===== src/rtl/ifde_inst_queue.sv =====
// ifde_inst_queue: circular instruction FIFO between fetch and decode.
// Optional same-cycle empty-path bypass under `IFDE_IQ_BYPASS_EN.
//
// Ports:
//   clk, rst                 clock, synchronous active-high reset
//   f_valid/f_inst/f_pc/f_inter, f_ready   fetch side (f_ready -> F_en)
//   halt                     block new entries, keep draining
//   flush                    branch redirect, drop every entry
//   d_valid/d_inst/d_pc/d_inter, d_ready   decode side
//   count                    occupancy 0..DEPTH
module ifde_inst_queue #(
    parameter int N     = 32,
    parameter int DEPTH = 4,
    parameter int AW    = $clog2(DEPTH)
) (
    input  logic          clk,
    input  logic          rst,
    input  logic          f_valid,
    input  logic [N-1:0]  f_inst,
    input  logic [N-1:0]  f_pc,
    input  logic [1:0]    f_inter,
    output logic          f_ready,
    input  logic          halt,
    input  logic          flush,
    output logic          d_valid,
    output logic [N-1:0]  d_inst,
    output logic [N-1:0]  d_pc,
    output logic [1:0]    d_inter,
    input  logic          d_ready,
    output logic [AW:0]   count
);

    localparam int EW = 2*N + 2;

    logic [EW-1:0] r_mem [DEPTH];
    logic [AW:0]   r_wp;
    logic [AW:0]   r_rp;

    logic          w_empty;
    logic          w_full;
    logic          w_enq;
    logic          w_deq;
    logic          w_byp;
    logic          w_wr;
    logic          w_rd;
    logic [EW-1:0] w_head;
    logic [EW-1:0] w_out;

    assign w_empty = (r_wp == r_rp);
    assign w_full  = (r_wp[AW-1:0] == r_rp[AW-1:0]) &&
                     (r_wp[AW] != r_rp[AW]);

    // f_ready depends on registered state only, never on d_ready.
    assign f_ready = !w_full && !halt && !flush;
    assign w_enq   = f_valid && f_ready;
    assign w_head  = r_mem[r_rp[AW-1:0]];

`ifdef IFDE_IQ_BYPASS_EN
    assign w_byp = w_empty && f_valid && !halt && !flush;
`else
    assign w_byp = 1'b0;
`endif

    assign d_valid = !w_empty || w_byp;
    assign w_deq   = d_valid && d_ready && !flush;

    // A bypassed entry consumed this cycle never touches storage.
    assign w_wr = w_enq && !(w_byp && d_ready);
    assign w_rd = w_deq && !w_byp;

    always_comb begin
        w_out = '0;
        if (w_byp)
            w_out = {f_inst, f_pc, f_inter};
        else if (!w_empty)
            w_out = w_head;
    end

    assign d_inst  = w_out[EW-1 -: N];
    assign d_pc    = w_out[N+1 -: N];
    assign d_inter = w_out[1:0];
    assign count   = r_wp - r_rp;

    always_ff @(posedge clk) begin
        if (rst || flush) begin
            r_wp <= '0;
            r_rp <= '0;
        end else begin
            if (w_wr)
                r_wp <= r_wp + (AW+1)'(1);
            if (w_rd)
                r_rp <= r_rp + (AW+1)'(1);
        end
    end

    always_ff @(posedge clk) begin
        if (!rst && w_wr)
            r_mem[r_wp[AW-1:0]] <= {f_inst, f_pc, f_inter};
    end

endmodule


===== config.mk =====
export PLATFORM = sky130hd
export DESIGN_NAME = ifde_inst_queue
export DESIGN_NICKNAME = d
export VERILOG_FILES = /design/src/rtl/ifde_inst_queue.sv
export SDC_FILE = /design/constraint.sdc
export NUM_CORES = 1
export LEC_CHECK = 0
export CORE_AREA = 4 4 150 152
export CTS_CLUSTER_SIZE = 20
export DETAILED_ROUTE_END_ITERATION = 6
export DIE_AREA = 0 0 154 156
export GPL_ROUTABILITY_DRIVEN = 0
export PLACE_DENSITY = 0.73
export RECOVER_POWER = 25
export SLEW_MARGIN = 15
export SYNTH_ARGS = -nofsm -noshare
export SYNTH_HDL_FRONTEND = slang
export SYNTH_SLANG_ARGS = --single-unit

===== constraint.sdc =====
create_clock -name clk -period 10.6 [get_ports clk]
set_clock_uncertainty 0.1 [all_clocks]
set_input_delay 2.12 -clock clk [delete_from_list [all_inputs] [get_ports clk]]
set_output_delay 2.12 -clock clk [all_outputs]
set_load 0.05 [all_outputs]

* Word-level counts from Yosys, hierarchy flattened *
Memory sizes are Yosys's and may differ from the RTL's. A register that Yosys moved wholly into a read port is not among the register bits.
Index checks and enable logic that the tools add are counted.

operators by class
  add/subtract/negate cells = 3
  multiply operators = 0
  divide/modulo/power cells = 0
  order comparisons = 0
  equal/unequal tests = 3
  shifts and indexed selects = 0
  muxes and demuxes = 5
  bitwise operators = 0
  reductions and logical operators = 13

operator list
  operator             number
  $mux 66              1
  $logic_and 1x1->1    7
  $add 3x1->3 const B  2
  $logic_not 1->1      5
  $mux 2               2
  $eq 3x3->1           1
  $sub 3x3->3          1
  $eq 2x2->1           1
  $mux 1               2
  $logic_or 1x1->1     1
  $ne 1x1->1           1

word-level totals
  register bits after elaboration = 6
  latch bits = 0
  bits in writable memories = 264
  memory bits (read-only) = 0
  input bits = 72
  output and inout port bits = 71
  logic and storage cells = 27
  memories kept = 1

memory list
  name   depth  width  read ports  clocked after Yosys merged registers in  wr ports  line  text
  r_mem  4      66     1           1                                        1         35    logic [EW-1:0] r_mem [DEPTH];

* Depth between registers and ports, before layout *
  word-level depth = 9
  gate-level depth with buffers = 7
  depth with buffers taken out = 5

* Worst setup path before layout *
OpenSTA, ideal clock, no wires.

  path kind = input -> register
  from = input flush
  to = memory r_mem[3][0] in the netlist's numbering, enable pin
  arrival time = 5.222 ns
  data required time = 10.009 ns
  path slack = 4.788 ns
  stages = 3
  buffers on the path = 0
  path through = nor2_1 o2111ai_1 nor2_1

between the ends
  longest elaborated chain between the ends = 6

ends and longest elaborated chain
  element                       line  text
  start, declared               24    input logic flush,
  $logic_not 1->1               54    assign f_ready = !w_full && !halt && !flush;
  $logic_and 1x1->1             54
  $logic_and 1x1->1             55    assign w_enq = f_valid && f_ready;
  $logic_and 1x1->1             97    if (!rst && w_wr)
  $mux 1                        97
  $mux 1 (implied by the code)  98    r_mem[r_wp[AW-1:0]] <= {f_inst, f_pc, f_inter};
  end, declared                 35

Every way passes these cells.

* Worst setup path after layout *
  from = input flush
  to = output f_ready

between the ends
  longest elaborated chain between the ends = 2

ends and longest elaborated chain
  element            line  text
  $logic_not 1->1    54
  $logic_and 1x1->1  54
  end, declared      22    output logic f_ready,

Every way passes these cells.

==> impl_metrics.py <==
metrics = {
    "grt": {
        "grt_pass1_vias": 5503,
        "grt_pass1_wl_mm": 30.6,
        "grt_max_degree": 67,
        "antenna_found_initial": 5,
        "grt_use_total_pct": 16.3,
        "overflow": 0,
    },
    "yosys": {
        "ys_types": 26,
        "syn_area_mm2": 0.0105,
        "synth_edf_count": 264,
        "ys_seq_elements": 272,
        "syn_inst": 478,
        "synth_most_common_cell": "edfxtp_1",
        "synth-async-reset-ratio_pct": 0,
        "synthTopCellsByCount": "264 x edfxtp_1, 66 x mux4_2, 66 x nor2b_1",
        "avgSynthCellArea_um2": 22.0,
        "yosysTopAreaCell": "edfxtp_1",
        "seq_area_frac_synth_pct": 77.0,
        "synth_nets": 558,
        "ys_warn_count": 0,
        "synth_area_leaders": "edfxtp_1 75%, mux4_2 14%, nor2b_1 3.9%",
        "synth_ff_type": "edfxtp_1",
        "yosys.area.top_type_share_pct": 75.4,
    },
    "die": {
        "io_pins": 143,
        "die_area_mm2": 0.0240,
        "core_mm2": 0.0210,
        "die_w_um": 154,
        "die_h_um": 156,
        "rows": 53,
        "start_util_pct": 50.0,
    },
    "critical_path": {
        "crit_arrival_ns": 4.06,
        "crit_family": "buffers and inverters",
        "cp-start-kind": "input port",
        "path_cells": "clkdlybuf4s50_1, nor2_1, a21boi_1, clkdlybuf4s50_1",
        "path_class": "in -> out",
        "cp_common_cell": "clkdlybuf4s50_1",
        "cp_slowest_cell": "clkdlybuf4s50_1",
        "slowest_delay_ns": 0.91,
        "crit_path_end_kind": "output port",
        "crit_buf_inv": 2,
        "cp_max_fo": 4,
        "required_ns": 8.38,
    },
    "sta": {
        "drv_slew": 0,
        "hold_viol": 0,
        "fin_crit_ns": 6.28,
        "rsz0062_at_grt": "false",
        "setup_viol": 0,
        "max_freq_ghz": 0.159,
        "tightest_slew_ns": 1.02,
        "fin_crit_sh_pct": 59.3,
        "slew_headroom_pct": 31.8,
        "finalSetupTns_ns": 0,
    },
    "layout": {
        "multi_input_area_mm2": 0.00228,
        "finalNonFillerCells": 933,
        "area_growth_pct": 24.7,
        "fill_cells": 1391,
        "fin_nets": 713,
        "regArea_mm2": 0.00810,
        "final_layout_size_suffix_gt1_share_pct": 18.7,
    },
    "clock_tree": {
        "cts-buffers-inserted": 27,
        "post_cts_resized": 0,
        "post_cts_buffers": 0,
        "cts_max_level": 1,
        "clock_path_buffers": 3,
        "insertion_delay_ns": 0.52,
        "cts_root_buffer": "clkbuf_16",
        "cts_sinks": 272,
        "clk_pin_slew_worst_paths_ns": 0.06,
        "cts_tree": "yes",
        "hold_buffers": 0,
    },
    "detailed_routing": {
        "via_per_inst": 5.44,
        "wl_mm": 19.4,
        "drc": 0,
        "wl_per_cell_um": 20.8,
        "drt_first_iter_violations": 268,
        "antenna_left": 0,
        "vias": 5079,
        "dr.pass1.iters": 4,
    },
    "placement": {
        "port_buffers": 142,
        "dp_hpwl_mm": 11.0,
        "dp_cells": 879,
    },
    "power": {
        "peakVddDrop_uv": 141,
        "p_clk_share_pct": 42.0,
        "switchingPower_mw": 0.427,
        "p_leak_nw": 4.07,
        "power.density_mw_per_mm2": 167,
        "power_frac_seq_pct": 54.2,
        "swShare_pct": 19.5,
        "p_comb_share_pct": 3.9,
        "p_int_mw": 1.76,
    },
    "run": {
        "drv_cap": 0,
    },
    "run_status": {
        "status": "finished clean",
    },
    "hold_path": {
        "hold_class": "reg -> reg",
    },
}
[placed cells by master (no fill, tap or decap), types with 2 or more instances in the layout]
| master | count |
|---|---|
| xnor2_1 | 2 |
| ha_1 | 7 |
| nand2_1 | 9 |
| edfxtp_1 | 264 |
| inv_1 | 8 |
| bufinv_16 | 2 |
| nor2_1 | 2 |
| buf_4 | 6 |
| and4b_4 | 3 |
| mux4_2 | 66 |
| dfxtp_4 | 2 |
| or3_1 | 2 |
| diode_2 | 4 |
| o211ai_1 | 2 |
| dlygate4sd3_1 | 39 |
| clkinv_1 | 2 |
| clkinv_2 | 9 |
| clkbuf_16 | 27 |
| clkbuf_1 | 5 |
| clkdlybuf4s50_1 | 103 |
| nor2b_1 | 66 |
| dfxtp_1 | 6 |
| nor2_4 | 2 |
| clkbuf_8 | 3 |
| mux2i_1 | 6 |
[worst register-to-register path, cell delays in order (launching register included)]
cell and delay [ns]:
dfxtp_1 0.38, inv_1 0.12, ha_1 0.34, and2_1 0.20, a21boi_1 0.31, and4b_4 0.29, buf_4 0.78
[metrics by stage]
step / hold slack, ns / area [µm²] / util (%) / power (mW) / setup slack, ns
6_report: 0.423 / 13100 / 62.3 / 2.19 / 4.32
3_3_place_gp: 0.382 / 12200 / 58.1 / 1.29 / 4.49
3_5_place_dp: 0.416 / 12200 / 58.1 / 1.30 / 4.32
5_1_grt: 0.457 / 13100 / 62.3 / 2.27 / 4.20
2_1_floorplan: 0.369 / 10500 / - / 1.25 / 4.79
4_1_cts: 0.425 / 13100 / 62.3 / 2.21 / 4.33
[layer usage]
layer  track usage (%)  routed length (µm)
met5                 0                  13
met4              4.67                 402
met3              3.66                1180
met2              28.6                9910
met1              20.6                7900
[worst paths after layout]
path	cells past startpoint	slack, ns	from	endpoint
worst max-delay path	4	4.32	flush	f_ready
worst min-delay path	2	0.42	r_wp[0]$_SDFFE_PP0P_	r_wp[0]$_SDFFE_PP0P_
worst max register to register	6	7.67	r_wp[0]$_SDFFE_PP0P_	r_mem[2][43]$_DFFE_PP_
worst min register to register	2	0.42	r_wp[0]$_SDFFE_PP0P_	r_wp[0]$_SDFFE_PP0P_
[cell families (layout without fill, tap and decap cells)]
| logic type | count (synthesis) | after routing | synth area share [%] |
|---|---|---|---|
| multiplexers | 72 | 72 | 14.7 |
| other | 0 | 4 | 0 |
| buffers and inverters | 30 | 206 | 1.61 |
| AO/OA/AOI/OAI | 6 | 6 | 0.440 |
| adder cells (fa/ha/maj) | 8 | 8 | 1.02 |
| AND/OR/NAND/NOR | 87 | 87 | 5.00 |
| flip-flops | 272 | 272 | 77.0 |
| XOR/XNOR | 3 | 3 | 0.250 |
[power by group through the flow]
stage / clock (mW) / sequential, mW / combinational (mW)
after floorplan: 0 / 1.21 / 0.0372
after global placement: 0 / 1.21 / 0.0857
after detailed placement: 0 / 1.21 / 0.0887
after CTS: 0.939 / 1.19 / 0.0890
after global routing: 0.991 / 1.19 / 0.0908
final: 0.919 / 1.19 / 0.0852
[cell type report]
cell class              count  share of cell area (%)
flip-flops and latches    272                    61.8
multi-input cells         176                    17.4
repair buffers            148                    11.2
clock buffers              35                    5.62
well taps                 275                    2.63
clock inverters            15                    1.07
inverters                   8                   0.229
diodes                      4                  0.0764
[sequential cells by signal, indices dropped and copies added, names as in the netlist, named ones only]
register	count
r_mem	264
r_wp	3
r_rp	3
No activity file was read; power rests on OpenSTA's default activity.
